[config.mk]
export PLATFORM = sky130hd
export DESIGN_NAME = cdc_sync_filter
export DESIGN_NICKNAME = d
export VERILOG_FILES = /design/src/rtl/cdc_sync_filter.sv
export SDC_FILE = /design/constraint.sdc
export NUM_CORES = 1
export LEC_CHECK = 0
export CORE_UTILIZATION = 45
export CTS_BUF_LIST = sky130_fd_sc_hd__clkbuf_4
export DETAILED_ROUTE_END_ITERATION = 12
export PLACE_DENSITY = 0.7
export SYNTH_ARGS = -nofsm -noshare
export SYNTH_HDL_FRONTEND = slang
export SYNTH_SLANG_ARGS = --single-unit
[constraint.sdc]
create_clock -name out_clk -period 1.7 [get_ports out_clk]
set_input_delay 0.34 -clock out_clk [delete_from_list [all_inputs] [get_ports out_clk]]
set_output_delay 0.34 -clock out_clk [all_outputs]
set_load 0.03 [all_outputs]
[src/rtl/cdc_sync_filter.sv]
// cdc_sync_filter: multi-channel asynchronous-input synchronizer with a
// per-channel glitch filter and registered rise/fall/changed event pulses.
// All logic runs on out_clk; each channel is fully independent.
module cdc_sync_filter #(
    parameter int unsigned      WIDTH         = 8,
    parameter int unsigned      STAGES        = 2,
    parameter int unsigned      FILTER_CYCLES = 4,
    parameter logic [WIDTH-1:0] RESET_VAL     = '0
) (
    input  logic             out_clk,
    input  logic             out_reset_n,
    input  logic [WIDTH-1:0] in_data,
    output logic [WIDTH-1:0] out_data,
    output logic [WIDTH-1:0] out_rise,
    output logic [WIDTH-1:0] out_fall,
    output logic             out_changed
);

    localparam int unsigned CNT_W = (FILTER_CYCLES > 2) ? $clog2(FILTER_CYCLES) : 1;
    localparam logic [CNT_W-1:0] CNT_MAX = CNT_W'(FILTER_CYCLES - 1);

    // Reject illegal configurations at elaboration
    if (STAGES < 2 || STAGES > 4) begin : g_bad_stages
        $error("cdc_sync_filter: STAGES must be in 2..4");
    end
    if (FILTER_CYCLES < 1) begin : g_bad_filter
        $error("cdc_sync_filter: FILTER_CYCLES must be >= 1");
    end

    (* preserve = "true", dont_replicate = "true" *)
    logic [WIDTH-1:0] sync_q [STAGES];
    logic [WIDTH-1:0] sync_w;

    logic [CNT_W-1:0] cnt_q [WIDTH];
    logic [CNT_W-1:0] cnt_d [WIDTH];
    logic [WIDTH-1:0] data_d;
    logic [WIDTH-1:0] rise_d;
    logic [WIDTH-1:0] fall_d;
    logic             changed_d;

    // Plain flop chain; nothing may sit between stages
    always_ff @(posedge out_clk or negedge out_reset_n) begin
        if (!out_reset_n) begin
            for (int s = 0; s < int'(STAGES); s++) begin
                sync_q[s] <= RESET_VAL;
            end
        end else begin
            sync_q[0] <= in_data;
            for (int s = 1; s < int'(STAGES); s++) begin
                sync_q[s] <= sync_q[s-1];
            end
        end
    end

    assign sync_w = sync_q[STAGES-1];

    // Filter next state: count consecutive mismatching samples, commit at threshold
    always_comb begin
        data_d = out_data;
        rise_d = '0;
        fall_d = '0;
        for (int i = 0; i < int'(WIDTH); i++) begin
            cnt_d[i] = cnt_q[i];
        end
        for (int i = 0; i < int'(WIDTH); i++) begin
            if (sync_w[i] == out_data[i]) begin
                cnt_d[i] = '0;
            end else if (cnt_q[i] == CNT_MAX) begin
                data_d[i] = sync_w[i];
                cnt_d[i]  = '0;
                rise_d[i] = sync_w[i];
                fall_d[i] = ~sync_w[i];
            end else begin
                cnt_d[i] = cnt_q[i] + CNT_W'(1);
            end
        end
        changed_d = |(rise_d | fall_d);
    end

    // Filter state and registered outputs
    always_ff @(posedge out_clk or negedge out_reset_n) begin
        if (!out_reset_n) begin
            for (int i = 0; i < int'(WIDTH); i++) begin
                cnt_q[i] <= '0;
            end
            out_data    <= RESET_VAL;
            out_rise    <= '0;
            out_fall    <= '0;
            out_changed <= 1'b0;
        end else begin
            for (int i = 0; i < int'(WIDTH); i++) begin
                cnt_q[i] <= cnt_d[i];
            end
            out_data    <= data_d;
            out_rise    <= rise_d;
            out_fall    <= fall_d;
            out_changed <= changed_d;
        end
    end

endmodule

* Yosys cells after proc, flatten, opt, wreduce, memory -nomap -nowiden *
Index checks and enable logic that the tools add are counted.

operators by class
  bitwise logic cells = 17
  add/sub/neg operators = 8
  equality and inequality tests = 16
  muxes and demuxes = 48
  reductions and logical operators = 9

operators by type and width
  kind                   count
  $mux W1                32
  $mux W2                16
  $add A2 B1 Y2 const B  8
  $eq A2 B2 Y1 const B   8
  $not A1 Y1             16
  $reduce_and A2 Y1      8
  $eq A1 B1 Y1           8
  $or A8 B8 Y8           1
  $reduce_or A8 Y1       1

word-level totals
  logic and storage cells = 119
  bits in registers = 57

* Logic depth before layout (Yosys ltp) *
  depth in word-level cells = 5
  gate-level depth with buffers = 5
  depth with buffers taken out = 5

* Worst setup path before layout *
No wires, ideal clock.

  path type = reg-to-reg
  from = reg cnt_q[6] (netlist bit)
  to = reg out_changed
  arrival = 1.217 ns
  period minus slack after synthesis = 1.349 ns
  stages on the path, launching flop included = 6
  setup slack = 0.351 ns
  buffers on the path = 0
  path through = dfrtp_1 > ha_1 > and3b_1 > nor4_2 > nand2_1 > nand3b_1

on the way
  cells in the longest elaborated chain, start to end = 5
  elaborated cells on any way between the ends = 7
  classes of those cells = eq/ne: 1; mux: 4; bitwise: 1; reduce/logical: 1

ends and longest elaborated chain
  element                            RTL line  text
  from (decl)                        34        logic [CNT_W-1:0] cnt_q [WIDTH];
  from (signal, indexed assignment)  92        cnt_q[i] <= cnt_d[i];
  $eq A2 B2 Y1                       68        end else if (cnt_q[i] == CNT_MAX) begin
  $mux W1                            68
  $mux W1                            66        if (sync_w[i] == out_data[i]) begin
  via fall_d[4]                      38        logic [WIDTH-1:0] fall_d;
  $or A8 B8 Y8                       77        changed_d = |(rise_d | fall_d);
  $reduce_or A8 Y1                   77
  via changed_d                      39        logic changed_d;
  to (signal assigned)               97        out_changed <= changed_d;
  to (decl)                          16        output logic out_changed

The timed path passes the listed nets, and every way through them passes these cells.
A chain may end at the register's enable or synchronous reset.

* Worst setup path after layout *
  from = reg out_data[7]
  to = out out_data[7]

RTL lines
  element                 RTL line  text
  from (decl)             13        output logic [WIDTH-1:0] out_data,
  from (signal assigned)  94        out_data <= data_d;

No word-level cell between the ends.

==> results.yml <==
run_status:
  outcome: "complete, no violations"
critical_path:
  path_cells: "dlygate4sd2_1"
  critical_path_class: "flop to primary output"
  cp.buffers_inverters: 1
  cp_top_family: "flip-flops"
  cp-end-kind: "primary output"
  cp_data_arrival_time_ps: 1230
  slowest_delay_ps: 420
  crit_fanout: 5
  cp.required_ps: 1360
  startpoint_type: "flop"
  cp_slowest_cell: "dfrtp_1"
sta:
  fmax_mhz: 635
  period_minus_slack_ps: 1570
  max_slew_margin_pct: 68.3
  setup-violations-final: 0
  hold_violations: 0
  slew_violations: 0
  tns_ps: 0
  clock-skew-final_ps: 11.6
  rsz0062_at_grt: "no"
  min_period_over_period_pct: 92.6
  setup_slack_ps: 126
  tightestPinTransition_ps: 476
cts:
  cts_max_level: 3
  worstSkewPairLatency_ps: 390
  clk_path_buf_depth: 2
  cts-root-buf: "clkbuf_4"
  cts.sinks: 57
  cts.clk_slew.worst_paths_ps: 100
  cts_tree: "yes"
  cts_buffers: 9
synth:
  synth_cell_types: 17
  netlist_area_um2: 2020
  syn_nets: 151
  synth_warnings: 0
  ys_ff_latch: 57
  ys_seq_area_share_pct: 70.5
  avgSynthCellArea_um2: 15.8
  synthCells: 128
finish:
  drive_gt1_share_pct: 12.8
  n_antenna_cell: 0
  final_common_cell: "dfrtp_1"
  final_cell_mix: "57 x dfrtp_1, 25 x dlygate4sd2_1, 13 x ha_1, 11 x and3b_1, 9 x clkbuf_4"
  n_fill_cell: 340
  nNetsFinal: 198
  areaGrowthSynthToFinish_pct: 27.7
drt:
  route.detailed.drc: 0
  postRouteAntennaNets: 0
  drt_wl_total_mm: 3.19
  wl_per_cell_um: 13.8
  vias: 1120
  via_per_inst: 4.83
  drt-initial-drc-count: 38
  dr.pass1.iters: 4
flow_run:
  cap_violations: 0
pwr:
  power_density_nw_per_um2: 1570
  ir_worst_vdd_uv: 841
  leakage_nw: 1.36
  p_total_w: 0.00405
floorplan:
  die_w_um: 69.0
  die_y_um: 69.0
  top_level_ports: 35
  die-area_um2: 4770
  rows: 24
  core-area_um2: 4320
  initial_core_util_pct: 46.8
placed_design:
  dp_hpwl_mm: 2.17
  place_ws_ps: 204
  gp_congestion: 0.662
  io_buffers: 34
grt:
  grt_util_all_layers_pct: 16.0
  grt_max_degree: 39
  grt_pass1_vias: 1237
  antenna_found_initial: 0
  grt-ovfl-total: 0
  grt_pass1_wl_mm: 5.62
min_path:
  min_path_type: "flop to flop"
[through the flow]
stage               area [um^2]  hold slack (ps)  util (%)  std cells
floorplan                  2020             44.4         -        128
global placement           2440              304      56.5        215
detailed placement         2440              318      56.5        215
CTS                        2580              340      59.7        232
global route               2580              343      59.7        232
finish                     2580              348      59.7        232
[logic make-up (layout without fill, tap and decap cells)]
group                      after synthesis  count (layout)  share of synthesized area, %
adders and majority gates               13              13                          8.04
buffers and inverters                    1              53                         0.185
AOI/OAI and AO/OA                        1               1                         0.247
and+or+nand+nor                         41              41                          13.6
DFF                                     57              57                          70.5
muxes                                    7               7                          3.90
xor gates and xnor gates                 8               8                          3.47
[Yosys cell counts, drive strengths merged]
library cell / instances / area share [%]
nor3b: 1 / 0.37
inv: 1 / 0.19
nor2b: 8 / 2.5
nand2: 4 / 0.74
ha: 13 / 8.0
and3b: 12 / 5.3
nand3b: 1 / 0.37
nor4: 4 / 1.9
mux2: 7 / 3.9
nor3: 8 / 2.0
nor2: 3 / 0.56
xnor2: 8 / 3.5
dfrtp: 57 / 71
o21ai: 1 / 0.25
[routing by layer]
metal | vias up | track usage (%) | routed length [um] | part of all wire [%]
li1 | 528 | - | - | -
met1 | 550 | 17.7 | 1350 | 42
met2 | 38 | 25.2 | 1580 | 50
met3 | 4 | 9.06 | 227 | 7.1
met4 | 0 | 6.80 | 38 | 1.2
met5 | - | 0 | 0 | 0
[layout make-up]
type / count / area (um^2) / area share, %
Timing Repair Buffer: 36 / 334 / 12.9
Clock buffer: 9 / 67.6 / 2.62
Clock inverter: 7 / 93.8 / 3.63
Inverter: 1 / 3.75 / 0.145
Sequential cell: 57 / 1430 / 55.2
Tap cell: 52 / 65.1 / 2.52
Multi-Input combinational cell: 70 / 592 / 22.9
[registers in the layout, indices dropped and copies added (netlist names)]
name and flops:
sync_w 8, sync_q 8, cnt_q 16, out_fall 8, out_rise 8, out_data 8
out_changed 1
[path summary, 6_finish.rpt]
| check | start | to | slack (ps) | cells after the start |
|---|---|---|---|---|
| setup / recovery | out_data[7] | out_data[7] | 130 | 1 |
| max in group asynchronous | out_reset_n | cnt_q[5] | 720 | 3 |
| setup reg to reg | cnt_q[6] | out_changed | 200 | 5 |
| hold reg to reg | sync_q[8] | sync_w[0] | 350 | 0 |
| min in group asynchronous | out_reset_n | out_rise[7] | 430 | 2 |
| hold / removal | sync_q[8] | sync_w[0] | 350 | 0 |
[power by group]
part	leakage [nW]	internal, W	switching (W)
combinational	0.551	0.000478	0.000572
clock	0.0839	0.000596	0.000503
sequential	0.724	0.00166	0.000245
[what timing repair did]
action                                  CTS  global route
hold buffers                              1             0
endpoints found under the setup margin   25             0
buffers inserted                          0             0
resized for setup                        25             0
endpoints found under the hold margin    19             0
Note: power is estimated with default switching activity, not from simulation.
==> patch: new RTL, config.mk and constraints unchanged <==
Make the reset (`out_reset_n`) synchronous in 2 clocked blocks. Comments in the files are not updated.
--- a/src/rtl/cdc_sync_filter.sv
+++ b/src/rtl/cdc_sync_filter.sv
@@ -41,3 +41,3 @@
     // Plain flop chain; nothing may sit between stages
-    always_ff @(posedge out_clk or negedge out_reset_n) begin
+    always_ff @(posedge out_clk) begin
         if (!out_reset_n) begin
@@ -80,3 +80,3 @@
     // Filter state and registered outputs
-    always_ff @(posedge out_clk or negedge out_reset_n) begin
+    always_ff @(posedge out_clk) begin
         if (!out_reset_n) begin
Check against the original RTL: differs if out_reset_n is asserted again (counterexample within 10 cycles, from zero or initial values and one cycle with out_reset_n low); with out_reset_n held inactive, the same outputs for 10 cycles.
==> patch against the original RTL <==
Hold slack better by 0.089 ns. Sequential cell count is the same. Wire length is 1.2% higher. Worst setup slack gained 0.016 ns. Synthesized area is 5.5% lower. Critical path depth unchanged. Core utilization fell by 0.56 points. Count of clock-buffer cells in the layout grew 2. Global-route usage is 1.3 points higher. Cell area is 7.7% lower. Cell count up 9.5%. Die area fell by 5.3%. Critical endpoint is now out_data[0].
Power is not compared: it rests on default switching activity, and its combinational part moved more than twofold at a synthesized area within 25%.
==> patch: results (changes against the original RTL) <==
status=completed (unchanged); Top Family by Delay on Critical Path=buffers and inverters (was flip-flops); Worst Max-Slew Pin Slew=0.356 ns (was 0.476 ns); comb pwr=between 70 and 80 uW; register area share after synthesis=59.7% (was 70.5%); P_leak=0.00109 uW; synth unique cells=17 (unchanged); DR vias/cell=4.87 (was 4.83); nets=217 (was 198); worst min path class=reg -> reg (unchanged); PortBufs=34 (unchanged); sequential share of power=a little over 60%; synth warn=0 (unchanged); router iterations before antenna repair=3 (was 4); DRT iter0 DRCs=22 (was 38); post-synthesis async set-or-reset flop share=0% (was 100%); Post-synth top cells=dfxtp_1, and2_1, nor3b_1 (was dfrtp_1, ha_1, and3b_1); P_int=between 1500 and 2000 uW; dpl hpwl=2260 um (was 2170 um); Clk Latency, worst-skew pair=between 0.3 and 0.4 ns; Most used DFF post-synth=dfxtp_1 (was dfrtp_1); diodes inserted=0 (unchanged); met2 Resource Use GR=27.5% (was 25.2%); wire length per cell=12.7 um (was 13.8 um); Syn Nets=173 (was 151); Post-Synthesis Cells=155 (was 128); Critical Path AT=~1.2 ns; Synth area leaders=dfxtp_1, nor3b_1, and2_1, ha_1, and4b_1 (was dfrtp_1, ha_1, and3b_1, xnor2_1, nor2b_1); layout cell share with drive strength beyond 1=10.3% (was 12.8%); Total GRT Usage=17.3% (was 16.0%); vias=1238 (was 1120); CTS H-Tree Depth=3 (unchanged); CTS clock-pin slew for the worst setup and hold paths=0.09 ns; crit-path max cell delay=roughly 0.43 ns; met1 Use GR=18.9% (was 17.7%); vias in the first global route=1290 (was 1237); TritonCTS buffer count=9 (unchanged); top flop regs=cnt_q x16, sync_q x16; EDFF count, synth=0 (unchanged); Final Skew=0.0103 ns (was 0.0116 ns); global-route wire length before repair=5510 um (was 5620 um); gp weighted congestion=0.657 (was 0.662); largest net degree at the start of global routing=18 (was 39); placed insts=238 (was 215); Clock Root Buffer=clkbuf_4 (unchanged); # fillers=353 (was 340); clock buffer depth=2 (unchanged); largest fanout on the critical path=5 (unchanged); GRT met3 Usage=7.26% (was 9.06%); Slowest-stage cell, CP=dlygate4sd2_1 (was dfrtp_1); VDD IR-drop max=just under 500 uV
patch: cells by family after synthesis:
kind of cell / Yosys count / synth area share [%]
DFF: 57 / 59.7
xor gates and xnor gates: 8 / 3.67
muxes: 8 / 4.19
adders and majority gates: 8 / 5.24
and+or+nand+nor: 64 / 23.2
AOI/OAI and AO/OA: 5 / 2.42
buffers and inverters: 5 / 1.57
patch: path summary, 6_finish.rpt:
kind                                   from     endpoint  slack (ns)  cells after the start
worst max-delay path            out_data[0]  out_data[0]        0.14                      1
worst min-delay path            cnt_q[0][4]  cnt_q[0][4]        0.44                      1
worst max register to register  cnt_q[1][0]  out_changed        0.56                      3
worst min register to register  cnt_q[0][4]  cnt_q[0][4]        0.44                      1
patch: layout make-up:
type	count	area, um2	share of cell area (%)
clock inverter	5	22.5	0.945
timing repair buffer	37	332	13.9
clock buffer	11	82.6	3.46
tap	50	62.6	2.62
sequential	57	1140	47.9
inverter	1	3.75	0.157
multi-input combinational	93	739	31.0
patch: per-stage QoR:
stage                     cell area [um2]  setup WS [ns]  util, %  power (uW)
after global placement               2310          0.266     57.3        1470
after floorplan                      1910          0.553        -        1440
after CTS                            2380          0.107     59.2        2240
after detailed placement             2310          0.198     57.3        1480
final                                2380          0.141     59.2        2210
after global routing                 2380         0.0403     59.2        2320
patch: repair_timing:
item,CTS,global route
buffers inserted,0,0
resized for setup,25,0
endpoints found under the setup margin,25,0
hold buffers,0,0
endpoints found under the hold margin,0,0
patch: routing by layer:
metal	part of all wire (%)	vias up
met3	4.5	4
met2	49	26
met5	0	-
li1	-	633
met1	45	575
met4	1.1	0
